<file path="config.mk">
export PLATFORM = sky130hd
export DESIGN_NAME = pingpong_rd_sched
export DESIGN_NICKNAME = d
export VERILOG_FILES = /design/src/rtl/pingpong_pkg.sv /design/src/rtl/pingpong_obuf.sv /design/src/rtl/pingpong_rd_sched.sv
export SDC_FILE = /design/constraint.sdc
export NUM_CORES = 1
export LEC_CHECK = 0
export ABC_CLOCK_PERIOD_IN_PS = 4450
export CORE_AREA = 2 2 70 85
export CTS_BUF_LIST = sky130_fd_sc_hd__clkbuf_8
export DETAILED_ROUTE_END_ITERATION = 12
export DIE_AREA = 0 0 72 87
export DONT_BUFFER_PORTS = 1
export GPL_TIMING_DRIVEN = 0
export PLACE_DENSITY_LB_ADDON = 0.15
export SLEW_MARGIN = 20
export SYNTH_ARGS = -nofsm -noshare
export SYNTH_HDL_FRONTEND = slang
export SYNTH_HIERARCHICAL = 1
export SYNTH_SLANG_ARGS = --single-unit
</file>
<file path="constraint.sdc">
create_clock -name rd_clk -period 4.45 [get_ports rd_clk]
set_input_delay 0.89 -clock rd_clk [delete_from_list [all_inputs] [get_ports rd_clk]]
set_output_delay 0.89 -clock rd_clk [all_outputs]
set_load 0.01 [all_outputs]
</file>
<file path="src/rtl/pingpong_pkg.sv">
// Shared constants for the ping-pong read scheduler.
//   - FSM state encodings (plain localparams so older tools can share them)
//   - bank identifiers as they appear on bank_sel
//   - bank RAM read latency, which bounds the in-flight read count
package pingpong_pkg;

    localparam logic [1:0] IDLE    = 2'd0;
    localparam logic [1:0] BURST   = 2'd1;
    localparam logic [1:0] DRAIN   = 2'd2;
    localparam logic [1:0] RELEASE = 2'd3;

    localparam logic BANK_A = 1'b0;
    localparam logic BANK_B = 1'b1;

    localparam int RAM_RD_LAT = 2;

endpackage

</file>
<file path="src/rtl/pingpong_obuf.sv">
// Small synchronous first-word-fall-through FIFO that merges the two bank
// streams in front of the SPI transmitter. The head word is always visible
// on dout while empty is low.
//
// Ports:
//   clk, rst_n   clock, asynchronous active-low reset
//   push, din    write a word
//   pop          consume the head word
//   dout         head word
//   count        number of stored words (0..OBUF_D)
//   full, empty  status flags
module pingpong_obuf #(
    parameter int DATA_W = 8,
    parameter int OBUF_D = 4
) (
    input  logic                        clk,
    input  logic                        rst_n,
    input  logic                        push,
    input  logic [DATA_W-1:0]           din,
    input  logic                        pop,
    output logic [DATA_W-1:0]           dout,
    output logic [$clog2(OBUF_D):0]     count,
    output logic                        full,
    output logic                        empty
);

    localparam int AW = $clog2(OBUF_D);
    localparam int CW = AW + 1;

    logic [DATA_W-1:0] mem [OBUF_D];
    logic [AW-1:0]     wr_ptr;
    logic [AW-1:0]     rd_ptr;
    logic              do_push;
    logic              do_pop;

    assign full    = (count == CW'(OBUF_D));
    assign empty   = (count == '0);
    assign do_push = push && !full;
    assign do_pop  = pop && !empty;
    assign dout    = mem[rd_ptr];

    always_ff @(posedge clk or negedge rst_n) begin
        if (!rst_n) begin
            for (int i = 0; i < OBUF_D; i++) begin
                mem[i] <= '0;
            end
            wr_ptr <= '0;
            rd_ptr <= '0;
            count  <= '0;
        end else begin
            if (do_push) begin
                mem[wr_ptr] <= din;
                wr_ptr      <= wr_ptr + AW'(1);
            end
            if (do_pop) begin
                rd_ptr <= rd_ptr + AW'(1);
            end
            case ({do_push, do_pop})
                2'b10:   count <= count + CW'(1);
                2'b01:   count <= count - CW'(1);
                default: count <= count;
            endcase
        end
    end

    // The scheduler's credit rule must keep this from ever happening.
    a_no_overflow: assert property (@(posedge clk) disable iff (!rst_n) !(push && full));

endmodule

</file>
<file path="src/rtl/pingpong_rd_sched.sv">
// Read-side scheduler for two ping-pong line-buffer banks (A/B). Full pulses
// are latched as pending flags; full banks are drained in strict A/B order,
// their read data merged through a credit-controlled output buffer, and each
// bank is released once fully read.
//
// Build option: define PINGPONG_HDR_EN to prefix every packet with one header
// word {pkt_cnt[DATA_W-2:0], bank_sel}.
//
// Ports:
//   rd_clk, rst_n          clock, asynchronous active-low reset
//   full_a/b               bank full pulses (rd_clk domain)
//   rd_out_a/b             bank fully-read flags
//   valid_a/b, dout_a/b    bank read data, RAM_RD_LAT cycles after rd_en
//   tx_ready               SPI side accepts the head word
//   clr_overrun            clears the sticky overrun flag
//   rd_en_a/b              bank read enables
//   tx_data, tx_valid      merged output stream
//   bank_sel               bank currently owned (0=A, 1=B)
//   release_a/b            one-cycle pulse when a bank is drained
//   busy                   scheduler not idle
//   overrun                full pulse seen on an already pending bank
//   pkt_cnt                drained packet count (wraps)
//
// state   | meaning
// --------+-------------------------------------------------------------
// IDLE    | waiting for the owned bank to become pending
// BURST   | issuing rd_en to the owned bank under the buffer credit rule
// DRAIN   | rd_en held low, waiting for outstanding reads to return
// RELEASE | one cycle: release pulse, pkt_cnt+1, ownership flips
module pingpong_rd_sched
    import pingpong_pkg::*;
#(
    parameter int DATA_W     = 8,
    parameter int DATA_DEPTH = 30,
    parameter int CNT_W      = 16,
    parameter int OBUF_D     = 4
) (
    input  logic              rd_clk,
    input  logic              rst_n,
    input  logic              full_a,
    input  logic              full_b,
    input  logic              rd_out_a,
    input  logic              rd_out_b,
    input  logic              valid_a,
    input  logic              valid_b,
    input  logic [DATA_W-1:0] dout_a,
    input  logic [DATA_W-1:0] dout_b,
    input  logic              tx_ready,
    input  logic              clr_overrun,
    output logic              rd_en_a,
    output logic              rd_en_b,
    output logic [DATA_W-1:0] tx_data,
    output logic              tx_valid,
    output logic              bank_sel,
    output logic              release_a,
    output logic              release_b,
    output logic              busy,
    output logic              overrun,
    output logic [CNT_W-1:0]  pkt_cnt
);

    localparam int CW  = $clog2(OBUF_D) + 1;
    localparam int SW  = CW + 1;
    localparam int IFW = $clog2(RAM_RD_LAT + 1);
    localparam int WW  = $clog2(DATA_DEPTH + 1);

    logic [1:0]        state;
    logic [1:0]        state_nx;
    logic              full_a_q;
    logic              full_b_q;
    logic              rise_a;
    logic              rise_b;
    logic              pending_a;
    logic              pending_b;
    logic              ovr_evt;
    logic [IFW-1:0]    inflight;
    logic [WW-1:0]     word_cnt;

    logic              pending_s;
    logic              rd_out_s;
    logic              valid_s;
    logic [DATA_W-1:0] dout_s;
    logic              rd_en_s;
    logic              release_s;
    logic              credit_ok;
    logic              start;

    logic [CW-1:0]     buf_count;
    logic              buf_full;
    logic              buf_empty;
    logic              obuf_push;
    logic [DATA_W-1:0] obuf_din;

    assign pending_s = (bank_sel == BANK_B) ? pending_b : pending_a;
    assign rd_out_s  = (bank_sel == BANK_B) ? rd_out_b  : rd_out_a;
    assign valid_s   = (bank_sel == BANK_B) ? valid_b   : valid_a;
    assign dout_s    = (bank_sel == BANK_B) ? dout_b    : dout_a;

    // Reads still in the RAM pipeline already own a buffer slot.
    assign credit_ok = (SW'(buf_count) + SW'(inflight)) < SW'(OBUF_D);
    assign rd_en_s   = (state == BURST) && !rd_out_s && credit_ok;
    assign release_s = (state == RELEASE);

    assign rd_en_a   = rd_en_s   && (bank_sel == BANK_A);
    assign rd_en_b   = rd_en_s   && (bank_sel == BANK_B);
    assign release_a = release_s && (bank_sel == BANK_A);
    assign release_b = release_s && (bank_sel == BANK_B);
    assign busy      = (state != IDLE);
    assign tx_valid  = !buf_empty;

`ifdef PINGPONG_HDR_EN
    // The header is pushed on the IDLE->BURST step, so it carries the bank
    // and packet number of the packet it precedes. Nothing is in flight in
    // IDLE, so it cannot collide with bank data; it only needs a free slot.
    logic              hdr_push;
    logic [DATA_W-1:0] hdr_word;

    assign hdr_word  = {pkt_cnt[DATA_W-2:0], bank_sel};
    assign hdr_push  = (state == IDLE) && pending_s && !buf_full;
    assign start     = hdr_push;
    assign obuf_push = valid_s || hdr_push;
    assign obuf_din  = hdr_push ? hdr_word : dout_s;
`else
    assign start     = (state == IDLE) && pending_s;
    assign obuf_push = valid_s;
    assign obuf_din  = dout_s;
`endif

    assign rise_a  = full_a && !full_a_q;
    assign rise_b  = full_b && !full_b_q;
    assign ovr_evt = (rise_a && pending_a) || (rise_b && pending_b);

    always_comb begin
        state_nx = state;
        case (state)
            IDLE:    if (start)          state_nx = BURST;
            BURST:   if (rd_out_s)       state_nx = DRAIN;
            DRAIN:   if (inflight == '0) state_nx = RELEASE;
            RELEASE:                     state_nx = IDLE;
            default:                     state_nx = IDLE;
        endcase
    end

    always_ff @(posedge rd_clk or negedge rst_n) begin
        if (!rst_n) begin
            state     <= IDLE;
            full_a_q  <= 1'b0;
            full_b_q  <= 1'b0;
            pending_a <= 1'b0;
            pending_b <= 1'b0;
            overrun   <= 1'b0;
            inflight  <= '0;
            word_cnt  <= '0;
            bank_sel  <= BANK_A;
            pkt_cnt   <= '0;
        end else begin
            state    <= state_nx;
            full_a_q <= full_a;
            full_b_q <= full_b;

            // A new full pulse wins over a same-cycle release.
            if (rise_a)         pending_a <= 1'b1;
            else if (release_a) pending_a <= 1'b0;
            if (rise_b)         pending_b <= 1'b1;
            else if (release_b) pending_b <= 1'b0;

            if (ovr_evt)          overrun <= 1'b1;
            else if (clr_overrun) overrun <= 1'b0;

            case ({rd_en_s, valid_s})
                2'b10:   inflight <= inflight + IFW'(1);
                2'b01:   inflight <= inflight - IFW'(1);
                default: inflight <= inflight;
            endcase

            if (state == IDLE)  word_cnt <= '0;
            else if (valid_s)   word_cnt <= word_cnt + WW'(1);

            if (release_s) begin
                pkt_cnt  <= pkt_cnt + CNT_W'(1);
                bank_sel <= ~bank_sel;
            end
        end
    end

    pingpong_obuf #(
        .DATA_W (DATA_W),
        .OBUF_D (OBUF_D)
    ) u_obuf (
        .clk   (rd_clk),
        .rst_n (rst_n),
        .push  (obuf_push),
        .din   (obuf_din),
        .pop   (tx_valid && tx_ready),
        .dout  (tx_data),
        .count (buf_count),
        .full  (buf_full),
        .empty (buf_empty)
    );

    a_inflight_max: assert property (@(posedge rd_clk) disable iff (!rst_n)
        inflight <= IFW'(RAM_RD_LAT));
    a_no_push_full: assert property (@(posedge rd_clk) disable iff (!rst_n)
        !(valid_s && buf_full));
    a_pkt_words:    assert property (@(posedge rd_clk) disable iff (!rst_n)
        (state == RELEASE) |-> (word_cnt == WW'(DATA_DEPTH)));

endmodule

</file>
==> run_summary.xml <==
<?xml version="1.0" encoding="UTF-8"?>
<metrics>
  <group name="finish">
    <metric name="final_cell_area" unit="µm²">3400</metric>
    <metric name="antennaDiodeCount" unit="">0</metric>
    <metric name="layout-drive-gt1-share" unit="%">33.7</metric>
    <metric name="fillerInstances" unit="">433</metric>
    <metric name="finalNetCount" unit="">283</metric>
    <metric name="syn2layout_area_growth" unit="%">8.29</metric>
  </group>
  <group name="global_route">
    <metric name="grt_pass1_wl" unit="µm">8980</metric>
    <metric name="first_global_vias" unit="">1820</metric>
    <metric name="grt_usage" unit="%">19.4</metric>
    <metric name="initial_antenna_violation_count" unit="">0</metric>
    <metric name="grt_max_degree" unit="">66</metric>
    <metric name="aggregate_global_routing_overflow" unit="">0</metric>
  </group>
  <group name="timing">
    <metric name="timing.final.crit_share" unit="%">59.7</metric>
    <metric name="setup_tns" unit="ns">0</metric>
    <metric name="worst_hold_slack" unit="ns">0.234</metric>
    <metric name="final.setup_skew" unit="ns">0.00623</metric>
    <metric name="fin_ws" unit="ns">1.79</metric>
    <metric name="final_setup_fails" unit="">0</metric>
    <metric name="grt_setup_unrepaired" unit="">false</metric>
    <metric name="max_freq" unit="GHz">0.377</metric>
    <metric name="max_slew_margin" unit="%">61.8</metric>
    <metric name="post-route-min-period" unit="ns">2.66</metric>
    <metric name="slew_violations" unit="">0</metric>
    <metric name="hold_viol" unit="">0</metric>
    <metric name="tightest_slew" unit="ns">0.573</metric>
  </group>
  <group name="clock_tree">
    <metric name="tritoncts_clock_tree" unit="">built</metric>
    <metric name="resize_count_post_cts" unit="">0</metric>
    <metric name="clock_latency_reported_for_the_late_side_of_the_worst_skew_pair" unit="ns">0.34</metric>
    <metric name="cts.hold.buffers_added" unit="">0</metric>
    <metric name="htree_levels" unit="">3</metric>
    <metric name="numClockSinks" unit="">65</metric>
    <metric name="cts_inserted_buffers" unit="">9</metric>
    <metric name="path_clk_slew" unit="ns">0.07</metric>
    <metric name="cts_buffer_depth" unit="">2</metric>
    <metric name="postCtsSetupRepairBufs" unit="">0</metric>
    <metric name="clock-root-buffer" unit="">sky130_fd_sc_hd__clkbuf_8</metric>
  </group>
  <group name="synth">
    <metric name="count_of_flip_flops_with_a_built_in_enable_after_synthesis" unit="">0</metric>
    <metric name="netlist_area" unit="µm²">3140</metric>
    <metric name="synth_sequential_area_ratio" unit="%">51.8</metric>
    <metric name="yosysWarningCount" unit="">6</metric>
    <metric name="synth.top_cells.by_area" unit="">sky130_fd_sc_hd__dfrtp_1, sky130_fd_sc_hd__mux2_2, sky130_fd_sc_hd__mux4_2, sky130_fd_sc_hd__ha_1, sky130_fd_sc_hd__xnor2_1</metric>
    <metric name="synth-simple-area-share" unit="%">8.25</metric>
    <metric name="syn_area_cell" unit="µm²">13.5</metric>
    <metric name="synth_seq_cells" unit="">65</metric>
    <metric name="portion_of_synthesized_cell_area_occupied_by_the_leading_cell_type" unit="%">51.8</metric>
    <metric name="post_synthesis_adder_cell_area_fraction" unit="%">5.42</metric>
    <metric name="netlist_instances" unit="">233</metric>
    <metric name="synth_largest_area_cell" unit="">sky130_fd_sc_hd__dfrtp_1</metric>
    <metric name="synth.lib_cells_used.distinct" unit="">36</metric>
    <metric name="post_synth_xor_area_fraction" unit="%">6.98</metric>
    <metric name="syn_nets" unit="">272</metric>
    <metric name="synthArstFlopShare" unit="%">100</metric>
    <metric name="synth_mux_area_share" unit="%">22.5</metric>
    <metric name="synth-compound-area-share" unit="%">2.51</metric>
    <metric name="synth_ff_type" unit="">sky130_fd_sc_hd__dfrtp_1</metric>
    <metric name="synth_top_family_by_area" unit="">multiplexers</metric>
  </group>
  <group name="critical_path">
    <metric name="endpoint_kind" unit="">flip-flop</metric>
    <metric name="critPathMaxFanout" unit="">10</metric>
    <metric name="setup.worst_path.class" unit="">flip-flop to flip-flop</metric>
    <metric name="timing.reg2reg.worst_path_depth" unit="">10</metric>
    <metric name="end_of_the_worst_register_to_register_path" unit="">u_obuf/count[2]$_DFFE_PN0P_</metric>
    <metric name="reg2reg_setup_slack" unit="ns">1.79</metric>
    <metric name="cp.required" unit="ns">4.71</metric>
    <metric name="critical_path.startpoint_type" unit="">flip-flop</metric>
    <metric name="worst-endpoint-arrival" unit="ns">2.92</metric>
    <metric name="reg2reg_from" unit="">bank_sel$_DFFE_PN0N_</metric>
  </group>
  <group name="pwr">
    <metric name="power.static_leakage" unit="nW">1.52</metric>
    <metric name="cellPowerDensity" unit="nW/µm²">728</metric>
    <metric name="vdd_ir_drop_max" unit="mV">0.311</metric>
  </group>
  <group name="die">
    <metric name="fp.coreArea" unit="µm²">5520</metric>
    <metric name="start_util" unit="%">56.9</metric>
    <metric name="io-pin-count" unit="">58</metric>
    <metric name="row_count" unit="">30</metric>
    <metric name="die_h" unit="µm">87</metric>
    <metric name="die_width" unit="µm">72</metric>
    <metric name="die_area" unit="µm²">6260</metric>
  </group>
  <group name="routing">
    <metric name="routed_wirelength" unit="µm">5340</metric>
    <metric name="drc" unit="">0</metric>
    <metric name="ant_nets" unit="">0</metric>
    <metric name="drt_pre_antenna_iters" unit="">4</metric>
    <metric name="vias" unit="">1780</metric>
    <metric name="average_wire_per_standard_cell" unit="µm">17.1</metric>
    <metric name="drt-vias-per-instance" unit="">5.69</metric>
    <metric name="drt_iter0_drc" unit="">50</metric>
  </group>
  <group name="place">
    <metric name="place_ws" unit="ns">1.76</metric>
    <metric name="gpl.final_weighted_congestion" unit="">0.751</metric>
    <metric name="placement.cell_area" unit="µm²">3220</metric>
    <metric name="port_buffers" unit="">0</metric>
    <metric name="place.detailed.hpwl" unit="µm">3670</metric>
  </group>
  <group name="run">
    <metric name="max_cap_viol_count" unit="">0</metric>
  </group>
  <group name="hold_path">
    <metric name="path_type_of_the_worst_min_delay_path" unit="">input port to asynchronous set/reset pin</metric>
  </group>
  <group name="run_status">
    <metric name="run_status" unit="">finished, final reports clean</metric>
  </group>
</metrics>
[cell type report]
| type | count | area (µm²) | share of cell area, % |
|---|---|---|---|
| clock buffer | 10 | 138 | 4.05 |
| multi-input combinational | 149 | 1430 | 42.2 |
| tap | 64 | 80.1 | 2.36 |
| inverter | 14 | 52.6 | 1.55 |
| sequential | 65 | 1630 | 47.9 |
| clock inverter | 6 | 42.5 | 1.25 |
| buffer | 5 | 26.3 | 0.773 |
[worst max-delay path by stage]
stage                                              to  slack [ns]            startpoint
after floorplan           u_obuf/count[2]$_DFFE_PN0P_        2.02               valid_b
after global placement    u_obuf/count[2]$_DFFE_PN0P_        1.81  bank_sel$_DFFE_PN0N_
after detailed placement  u_obuf/count[2]$_DFFE_PN0P_        1.76  bank_sel$_DFFE_PN0N_
after CTS                 u_obuf/count[2]$_DFFE_PN0P_        1.74  bank_sel$_DFFE_PN0N_
after global routing      u_obuf/count[2]$_DFFE_PN0P_        1.63  bank_sel$_DFFE_PN0N_
final                     u_obuf/count[2]$_DFFE_PN0P_        1.79  bank_sel$_DFFE_PN0N_
[kinds of logic (layout without fill, tap and decap cells)]
kind of cell,Yosys count,in the layout
flip-flops,65,65
multiplexers,55,55
AND/OR/NAND/NOR,47,47
XOR/XNOR,25,25
buffers and inverters,19,35
adder cells (fa/ha/maj),13,13
AO/OA/AOI/OAI,9,9
[cell usage in the layout, fill, tap and decap left out, types with 2 or more instances in the layout]
| cell | synthesis | layout |
|---|---|---|
| sky130_fd_sc_hd__xor2_1 | 12 | 12 |
| sky130_fd_sc_hd__nor2_1 | 8 | 8 |
| sky130_fd_sc_hd__and3_1 | 2 | 2 |
| sky130_fd_sc_hd__buf_2 | 3 | 3 |
| sky130_fd_sc_hd__ha_1 | 12 | 12 |
| sky130_fd_sc_hd__nand3_1 | 4 | 4 |
| sky130_fd_sc_hd__xnor2_1 | 13 | 13 |
| sky130_fd_sc_hd__inv_1 | 14 | 14 |
| sky130_fd_sc_hd__clkinvlp_4 | 0 | 2 |
| sky130_fd_sc_hd__dfrtp_1 | 65 | 65 |
| sky130_fd_sc_hd__clkbuf_8 | 0 | 10 |
| sky130_fd_sc_hd__nor2b_1 | 3 | 3 |
| sky130_fd_sc_hd__nand2_1 | 13 | 13 |
| sky130_fd_sc_hd__mux4_2 | 8 | 8 |
| sky130_fd_sc_hd__nor2_2 | 5 | 5 |
| sky130_fd_sc_hd__mux2i_1 | 3 | 3 |
| sky130_fd_sc_hd__mux2_2 | 44 | 44 |
| sky130_fd_sc_hd__clkinv_2 | 0 | 2 |
| sky130_fd_sc_hd__nand4_1 | 4 | 4 |
[registers in the layout (all words and copies together) (netlist names)]
register,flops
inflight,2
pkt_cnt,16
state,2
u_obuf/wr_ptr,2
pending_a,1
overrun,1
u_obuf/rd_ptr,2
pending_b,1
u_obuf/mem,32
bank_sel,1
full_b_q,1
full_a_q,1
u_obuf/count,3
[cell usage after synthesis, types with 2 or more instances]
| master | count |
|---|---|
| sky130_fd_sc_hd__dfrtp_1 | 65 |
| sky130_fd_sc_hd__inv_1 | 14 |
| sky130_fd_sc_hd__nor2_2 | 5 |
| sky130_fd_sc_hd__mux2i_1 | 3 |
| sky130_fd_sc_hd__buf_2 | 3 |
| sky130_fd_sc_hd__and3_1 | 2 |
| sky130_fd_sc_hd__nor2_1 | 8 |
| sky130_fd_sc_hd__nand4_1 | 4 |
| sky130_fd_sc_hd__nand2_1 | 13 |
| sky130_fd_sc_hd__nor2b_1 | 3 |
| sky130_fd_sc_hd__nand3_1 | 4 |
| sky130_fd_sc_hd__xor2_1 | 12 |
| sky130_fd_sc_hd__ha_1 | 12 |
| sky130_fd_sc_hd__mux2_2 | 44 |
| sky130_fd_sc_hd__mux4_2 | 8 |
| sky130_fd_sc_hd__xnor2_1 | 13 |
[worst max-delay path: stages, from the launching register on]
cell and delay, ns:
sky130_fd_sc_hd__dfrtp_1 0.40, sky130_fd_sc_hd__buf_4 0.19, sky130_fd_sc_hd__buf_2 0.31, sky130_fd_sc_hd__mux2_2 0.43, sky130_fd_sc_hd__or2b_2 0.21, sky130_fd_sc_hd__ha_1 0.19
sky130_fd_sc_hd__inv_1 0.06, sky130_fd_sc_hd__fa_1 0.37, sky130_fd_sc_hd__xor2_1 0.15, sky130_fd_sc_hd__nor2_1 0.11, sky130_fd_sc_hd__xor2_1 0.15
[through the flow]
stage	util, %	std cells	power, mW
finish	61.6	313	2.47
global route	61.6	313	2.67
CTS	61.6	313	2.52
detailed placement	58.3	297	2.06
global placement	58.3	297	2.02
floorplan	-	233	1.85
[power by group]
group          switching [mW]  internal [mW]  total [mW]
clock                   0.232          0.218       0.450
sequential              0.184          0.842        1.03
combinational           0.464          0.535       0.999
total                   0.881           1.59        2.47
[layer usage]
layer	routed length (µm)	up-vias	track usage, %
li1	-	838	-
met4	112	0	8.75
met3	284	9	6.25
met5	0	-	0
met1	2210	888	22.9
met2	2730	45	32.2
Power figures use the tool's default switching activity.
